**config.mk**
```make
export PLATFORM = sky130hd
export DESIGN_NAME = mtr_drv
export DESIGN_NICKNAME = d
export VERILOG_FILES = /design/src/rtl/mtr_drv_pkg.sv /design/src/rtl/mtr_drv_chan.sv /design/src/rtl/mtr_drv.sv
export SDC_FILE = /design/constraint.sdc
export NUM_CORES = 1
export LEC_CHECK = 0
export CORE_UTILIZATION = 40
export CTS_BUF_LIST = sky130_fd_sc_hd__clkbuf_4
export DETAILED_ROUTE_END_ITERATION = 6
export DONT_BUFFER_PORTS = 1
export GPL_ROUTABILITY_DRIVEN = 0
export SLEW_MARGIN = 25
export SYNTH_ARGS = -nofsm -noshare
export SYNTH_HDL_FRONTEND = slang
export SYNTH_HIERARCHICAL = 1
export SYNTH_SLANG_ARGS = --single-unit
```
**constraint.sdc**
```tcl
create_clock -name clk -period 1.8 [get_ports clk]
set_input_delay 0.09 -clock clk [delete_from_list [all_inputs] [get_ports clk]]
set_output_delay 0.09 -clock clk [all_outputs]
set_load 0.01 [all_outputs]
```
**src/rtl/mtr_drv_pkg.sv**
```systemverilog
// mtr_drv_pkg: shared types, constants and the duty slew helper for the motor driver
// Contents: PWM_PERIOD, SLEW_STEP, drv_state_t, duty_t, slew_to()
package mtr_drv_pkg;
    localparam int PWM_PERIOD = 2048;
    localparam int SLEW_STEP = 64;
    typedef enum logic [1:0] {IDLE, DRIVE, COAST} drv_state_t;
    typedef logic [10:0] duty_t;
    // Move cur toward tgt by at most SLEW_STEP, landing exactly on tgt when close enough
    function automatic duty_t slew_to(input duty_t cur, input duty_t tgt);
        return (tgt > cur) ? ((tgt - cur > duty_t'(SLEW_STEP)) ? cur + duty_t'(SLEW_STEP) : tgt)
                           : ((cur - tgt > duty_t'(SLEW_STEP)) ? cur - duty_t'(SLEW_STEP) : tgt);
    endfunction
endpackage

```
**src/rtl/mtr_drv_chan.sv**
```systemverilog
// mtr_chan: one wheel's sign/magnitude PWM channel with reversal coast protection
// Ports: clk, rst_n (async active-low), pwr_up, spd (signed 12b), cnt (shared PWM counter),
//        bnd (high while cnt is at its last count), fwd_pwm / rev_pwm (registered bridge lines)
// Macro: MTR_DRV_SLEW_LIMIT_EN limits duty changes to SLEW_STEP per period
module mtr_chan
    import mtr_drv_pkg::*;
#(
    parameter int PWM_BITS = 11,
    parameter int COAST_PERIODS = 1
) (
    input  logic                clk,
    input  logic                rst_n,
    input  logic                pwr_up,
    input  logic [11:0]         spd,
    input  logic [PWM_BITS-1:0] cnt,
    input  logic                bnd,
    output logic                fwd_pwm,
    output logic                rev_pwm
);
`ifdef MTR_DRV_SLEW_LIMIT_EN
    localparam bit SLEW = 1'b1;
`else
    localparam bit SLEW = 1'b0;
`endif
    drv_state_t st, st_n;
    logic       dir, dir_n;
    duty_t      duty, duty_n;
    logic [1:0] ccnt, ccnt_n;
    logic       s_dir;
    duty_t      s_mag;
    function automatic duty_t ramp(input duty_t cur, input duty_t tgt);
        return SLEW ? slew_to(cur, tgt) : tgt;
    endfunction
    assign s_dir = spd[11];
    // -2048 is the only negative value with zero low bits; it saturates to full scale
    assign s_mag = !s_dir ? spd[10:0] : (spd[10:0] == '0) ? '1 : ~spd[10:0] + 11'd1;
    always_comb begin
        st_n   = st;
        dir_n  = dir;
        duty_n = duty;
        ccnt_n = ccnt;
        if (!pwr_up) begin
            st_n   = IDLE;
            duty_n = '0;
        end else if (bnd) begin
            case (st)
                DRIVE: begin
                    // A live reversal ramps down (when slewing) and then coasts before the flip
                    if (s_dir != dir && duty != '0) begin
                        if (SLEW && duty > duty_t'(SLEW_STEP)) duty_n = duty - duty_t'(SLEW_STEP);
                        else begin
                            st_n   = COAST;
                            ccnt_n = 2'(COAST_PERIODS);
                            duty_n = '0;
                        end
                    end else begin
                        dir_n  = s_dir;
                        duty_n = ramp(duty, s_mag);
                    end
                end
                COAST: begin
                    ccnt_n = ccnt - 2'd1;
                    if (ccnt == 2'd1) begin
                        st_n   = DRIVE;
                        dir_n  = s_dir;
                        duty_n = ramp('0, s_mag);
                    end
                end
                default: begin
                    st_n   = DRIVE;
                    dir_n  = s_dir;
                    duty_n = ramp('0, s_mag);
                end
            endcase
        end
    end
    always_ff @(posedge clk or negedge rst_n) begin
        if (!rst_n) begin
            st      <= IDLE;
            dir     <= 1'b0;
            duty    <= '0;
            ccnt    <= '0;
            fwd_pwm <= 1'b0;
            rev_pwm <= 1'b0;
        end else begin
            st      <= st_n;
            dir     <= dir_n;
            duty    <= duty_n;
            ccnt    <= ccnt_n;
            fwd_pwm <= pwr_up && st == DRIVE && !dir && cnt < duty;
            rev_pwm <= pwr_up && st == DRIVE && dir && cnt < duty;
        end
    end
endmodule

```
**src/rtl/mtr_drv.sv**
```systemverilog
// mtr_drv: dual-wheel H-bridge PWM driver with shared period counter
// Ports: clk, rst_n (async active-low), pwr_up, lft_spd / rght_spd (signed 12b),
//        lft_fwd_pwm, lft_rev_pwm, rght_fwd_pwm, rght_rev_pwm, prd_done (pulse after each wrap)
// Macro: MTR_DRV_SLEW_LIMIT_EN enables per-period duty slew limiting in both channels
module mtr_drv
    import mtr_drv_pkg::*;
#(
    parameter int PWM_BITS = 11,
    parameter int COAST_PERIODS = 1
) (
    input  logic        clk,
    input  logic        rst_n,
    input  logic        pwr_up,
    input  logic [11:0] lft_spd,
    input  logic [11:0] rght_spd,
    output logic        lft_fwd_pwm,
    output logic        lft_rev_pwm,
    output logic        rght_fwd_pwm,
    output logic        rght_rev_pwm,
    output logic        prd_done
);
    logic [PWM_BITS-1:0] cnt;
    logic                bnd;
    assign bnd = cnt == PWM_BITS'(PWM_PERIOD - 1);
    always_ff @(posedge clk or negedge rst_n) begin
        if (!rst_n) begin
            cnt      <= '0;
            prd_done <= 1'b0;
        end else begin
            cnt      <= cnt + 1'b1;
            prd_done <= bnd;
        end
    end
    mtr_chan #(.PWM_BITS(PWM_BITS), .COAST_PERIODS(COAST_PERIODS)) u_lft (
        .clk(clk), .rst_n(rst_n), .pwr_up(pwr_up), .spd(lft_spd), .cnt(cnt), .bnd(bnd),
        .fwd_pwm(lft_fwd_pwm), .rev_pwm(lft_rev_pwm)
    );
    mtr_chan #(.PWM_BITS(PWM_BITS), .COAST_PERIODS(COAST_PERIODS)) u_rght (
        .clk(clk), .rst_n(rst_n), .pwr_up(pwr_up), .spd(rght_spd), .cnt(cnt), .bnd(bnd),
        .fwd_pwm(rght_fwd_pwm), .rev_pwm(rght_rev_pwm)
    );
endmodule
```
==> metrics <==
sequential fraction of the synthesis area=36.88%; FF-to-FF Start=cnt[0]; layout cells sized above 1=24.19%; relative slew slack=66.33%; die area=0.008507 mm²; number of buffers added on ports=0; Max FO, Critical Path=7; Synth-to-Final Area Change=30.27%; drt first-iter violations=130; row cnt=32; Pins Over Slew Limit=0; DRT Pass-1 Iters=4; initial antenna violation count=0; fmax=543.0 MHz; first-pass GRT wire length=13,340 µm; status=complete, but fails checks; sw frac=23.80%; power per cell area=452.9 mW/mm²; Worst Setup Slack, final=-0.04148 ns; kind of critical path=flip-flop to flip-flop; vias in the first global route=2,906; Crit. End Element=flip-flop; Hold Worst Slack=0.01149 ns; clk buf depth=2; Clock Power Share=33.5%; startpoint types=flip-flop; clock root cell=clkbuf_4; Req. time, crit path=2.10 ns; Lkg Pwr=1.820 nW; drt wl/cell=15.22 µm; warning count from the yosys run=6; Crit. Startpoint=cnt[0]; Antenna Nets Post-Route=0; Vias/cell=5.504; # IOs=32; Starting Density=41.71%; # setup viols final=5; CP arrival=2.14 ns; filler instances=706; met1 Track Usage GR=27.84%; Cells after Synth=365; Max-Cap Viols=0; post-synth top area cell=dfrtp_1; Comb power frac=10.3%; top post-synthesis cells by count=48 x dfrtp_1, 43 x nand2_1, 33 x inv_1, 25 x a21oi_1, 25 x ha_1; Unique masters post-synth=60; min-delay src=lft_spd[11]; post-layout min period=1.841 ns; busiest grt layer=met2; share of the synthesized area in the top cell type=36.88%; ANT cells=0; Post-synth EDFFs=0; Die H=92.24 µm; period utilization=102.3%; DRC=0; # H-tree levels=2; largest net degree at the start of global routing=49; Pint=1.464 mW; gr ovfl total=0; TritonCTS Buffers=5; met3 Use GR=3.731%; RSZ-0062 raised after global routing=true; Syn Area/Cell=8.923 µm²; #FFs+latches synth=48; Post-Place Setup Slack=-0.05719 ns; Hold Crit Class=primary input to flip-flop; Worst Tran Pin Value=0.5011 ns; synthesized area=0.003257 mm²; Final Util=54.34%; CTS clk-pin slew, worst paths=0.14 ns; All-Layer GR Usage=19.67%; synth top area cells=dfrtp_1 37%, ha_1 9.6%, nand2_1 5.0%; Hold Fails Final Rpt=0; peak supply drop=0.2533 mV; count leader, synth=dfrtp_1; width of the die=92.24 µm; total number of vias=2,928; final layout net count=481; Total Wirelength=8095 µm; clock latency on the worst-skew pair=0.36 ns; nets in the synthesized netlist=417; Flop pwr share=56.1%; failing checks=setup timing; CTS sink count=48; met2 Track Usage GR=30.97%; HPWL after DPL=5396 µm; switching power total=0.4574 mW; Setup Skew=0.02122 ns; CTS tree=done; core footprint=0.007807 mm²; ys async rst share=100.0%; Synth Flop Type=dfrtp_1
==> per-layer routing <==
layer | up-vias | share of wire [%]
li1 | 1447 | -
met1 | 1430 | 50
met2 | 46 | 47
met3 | 5 | 3.1
met4 | 0 | 0.57
met5 | - | 0
==> worst max-delay path, cell delays in order, from the launching register on <==
cell      delay (ns)
dfrtp_1         0.42
ha_4            0.17
nand3_4         0.07
nor3_4          0.14
and2_4          0.21
nand2_4         0.06
a311o_2         0.40
a311oi_2        0.21
a21o_1          0.11
==> cells in the final DEF, fill, tap and decap left out, types with 8 or more instances in the layout <==
cell | Yosys | final
a21o_1 | 8 | 8
a21oi_1 | 25 | 21
buf_4 | 1 | 31
dfrtp_1 | 48 | 46
dlygate4sd3_1 | 0 | 28
ha_1 | 25 | 24
inv_1 | 33 | 33
nand2_1 | 43 | 41
nand3_1 | 15 | 13
nor2_1 | 22 | 20
o21ai_0 | 20 | 15
xnor2_1 | 9 | 9
==> cell families (layout without fill, tap and decap cells) <==
family | after synthesis | count (layout) | share of synthesized area [%]
AO/OA/AOI/OAI | 95 | 95 | 18.90
flip-flops | 48 | 48 | 36.88
AND/OR/NAND/NOR | 138 | 139 | 24.09
adder cells (fa/ha/maj) | 25 | 25 | 9.604
buffers and inverters | 42 | 106 | 5.878
multiplexers | 1 | 1 | 0.3457
XOR/XNOR | 16 | 16 | 4.303
==> cell type report <==
type / instances / area (µm²) / area share [%]
timing repair buffer: 65 / 596.8 / 14.07
inverter: 33 / 123.9 / 2.919
clock inverter: 3 / 42.54 / 1.003
clock buffer: 5 / 37.54 / 0.8847
multi-input combinational: 276 / 2111 / 49.75
sequential: 48 / 1204 / 28.37
tap: 102 / 127.6 / 3.008
==> registers in the layout (all words and copies together) (netlist names) <==
register,cells
cnt,11
u_lft/duty,11
u_rght/duty,11
u_lft/ccnt,2
u_lft/st,2
u_rght/ccnt,2
u_rght/st,2
prd_done,1
u_lft/dir,1
u_lft/fwd_pwm,1
u_lft/rev_pwm,1
u_rght/dir,1
u_rght/fwd_pwm,1
u_rght/rev_pwm,1
==> through the flow <==
| step | instances | power (mW) | instance area (µm²) | TNS [ns] |
|---|---|---|---|---|
| 2_1_floorplan | 365 | 1.201 | 3293 | 0 |
| 3_3_place_gp | 483 | 1.196 | 3540 | -0.01630 |
| 3_5_place_dp | 483 | 1.197 | 3540 | -0.1319 |
| 4_1_cts | 521 | 1.929 | 3964 | -0.07414 |
| 5_1_grt | 532 | 2.009 | 4243 | -1.764 |
| 6_report | 532 | 1.922 | 4243 | -0.1213 |
==> power groups by stage <==
stage	clock network (mW)	logic, mW	registers (mW)
floorplan	0	0.102	1.10
global placement	0	0.0966	1.10
detailed placement	0	0.0978	1.10
CTS	0.666	0.185	1.08
global route	0.713	0.217	1.08
finish	0.645	0.199	1.08
==> final timing paths <==
| path | end | cells after the start | slack (ns) |
|---|---|---|---|
| max in group asynchronous | cnt[3] | 2 | 1.33 |
| worst max-delay path | u_rght/duty[8] | 8 | -0.04 |
| min in group asynchronous | u_lft/st[1] | 2 | 0.20 |
| worst min-delay path | u_lft/duty[7] | 3 | 0.01 |
| worst max register to register | u_rght/duty[8] | 8 | -0.04 |
| worst min register to register | u_rght/duty[4] | 2 | 0.53 |
==> timing repair <==
action | in CTS | in global routing
hold buffers | 26 | 3
resized for setup | 8 | 46
pin swaps | 2 | 24
setup endpoints to repair | 9 | 34
cloned | 0 | 1
buffers inserted | 4 | 7
endpoints found under the hold margin | 76 | 4
(Power assumes the default switching activity.)
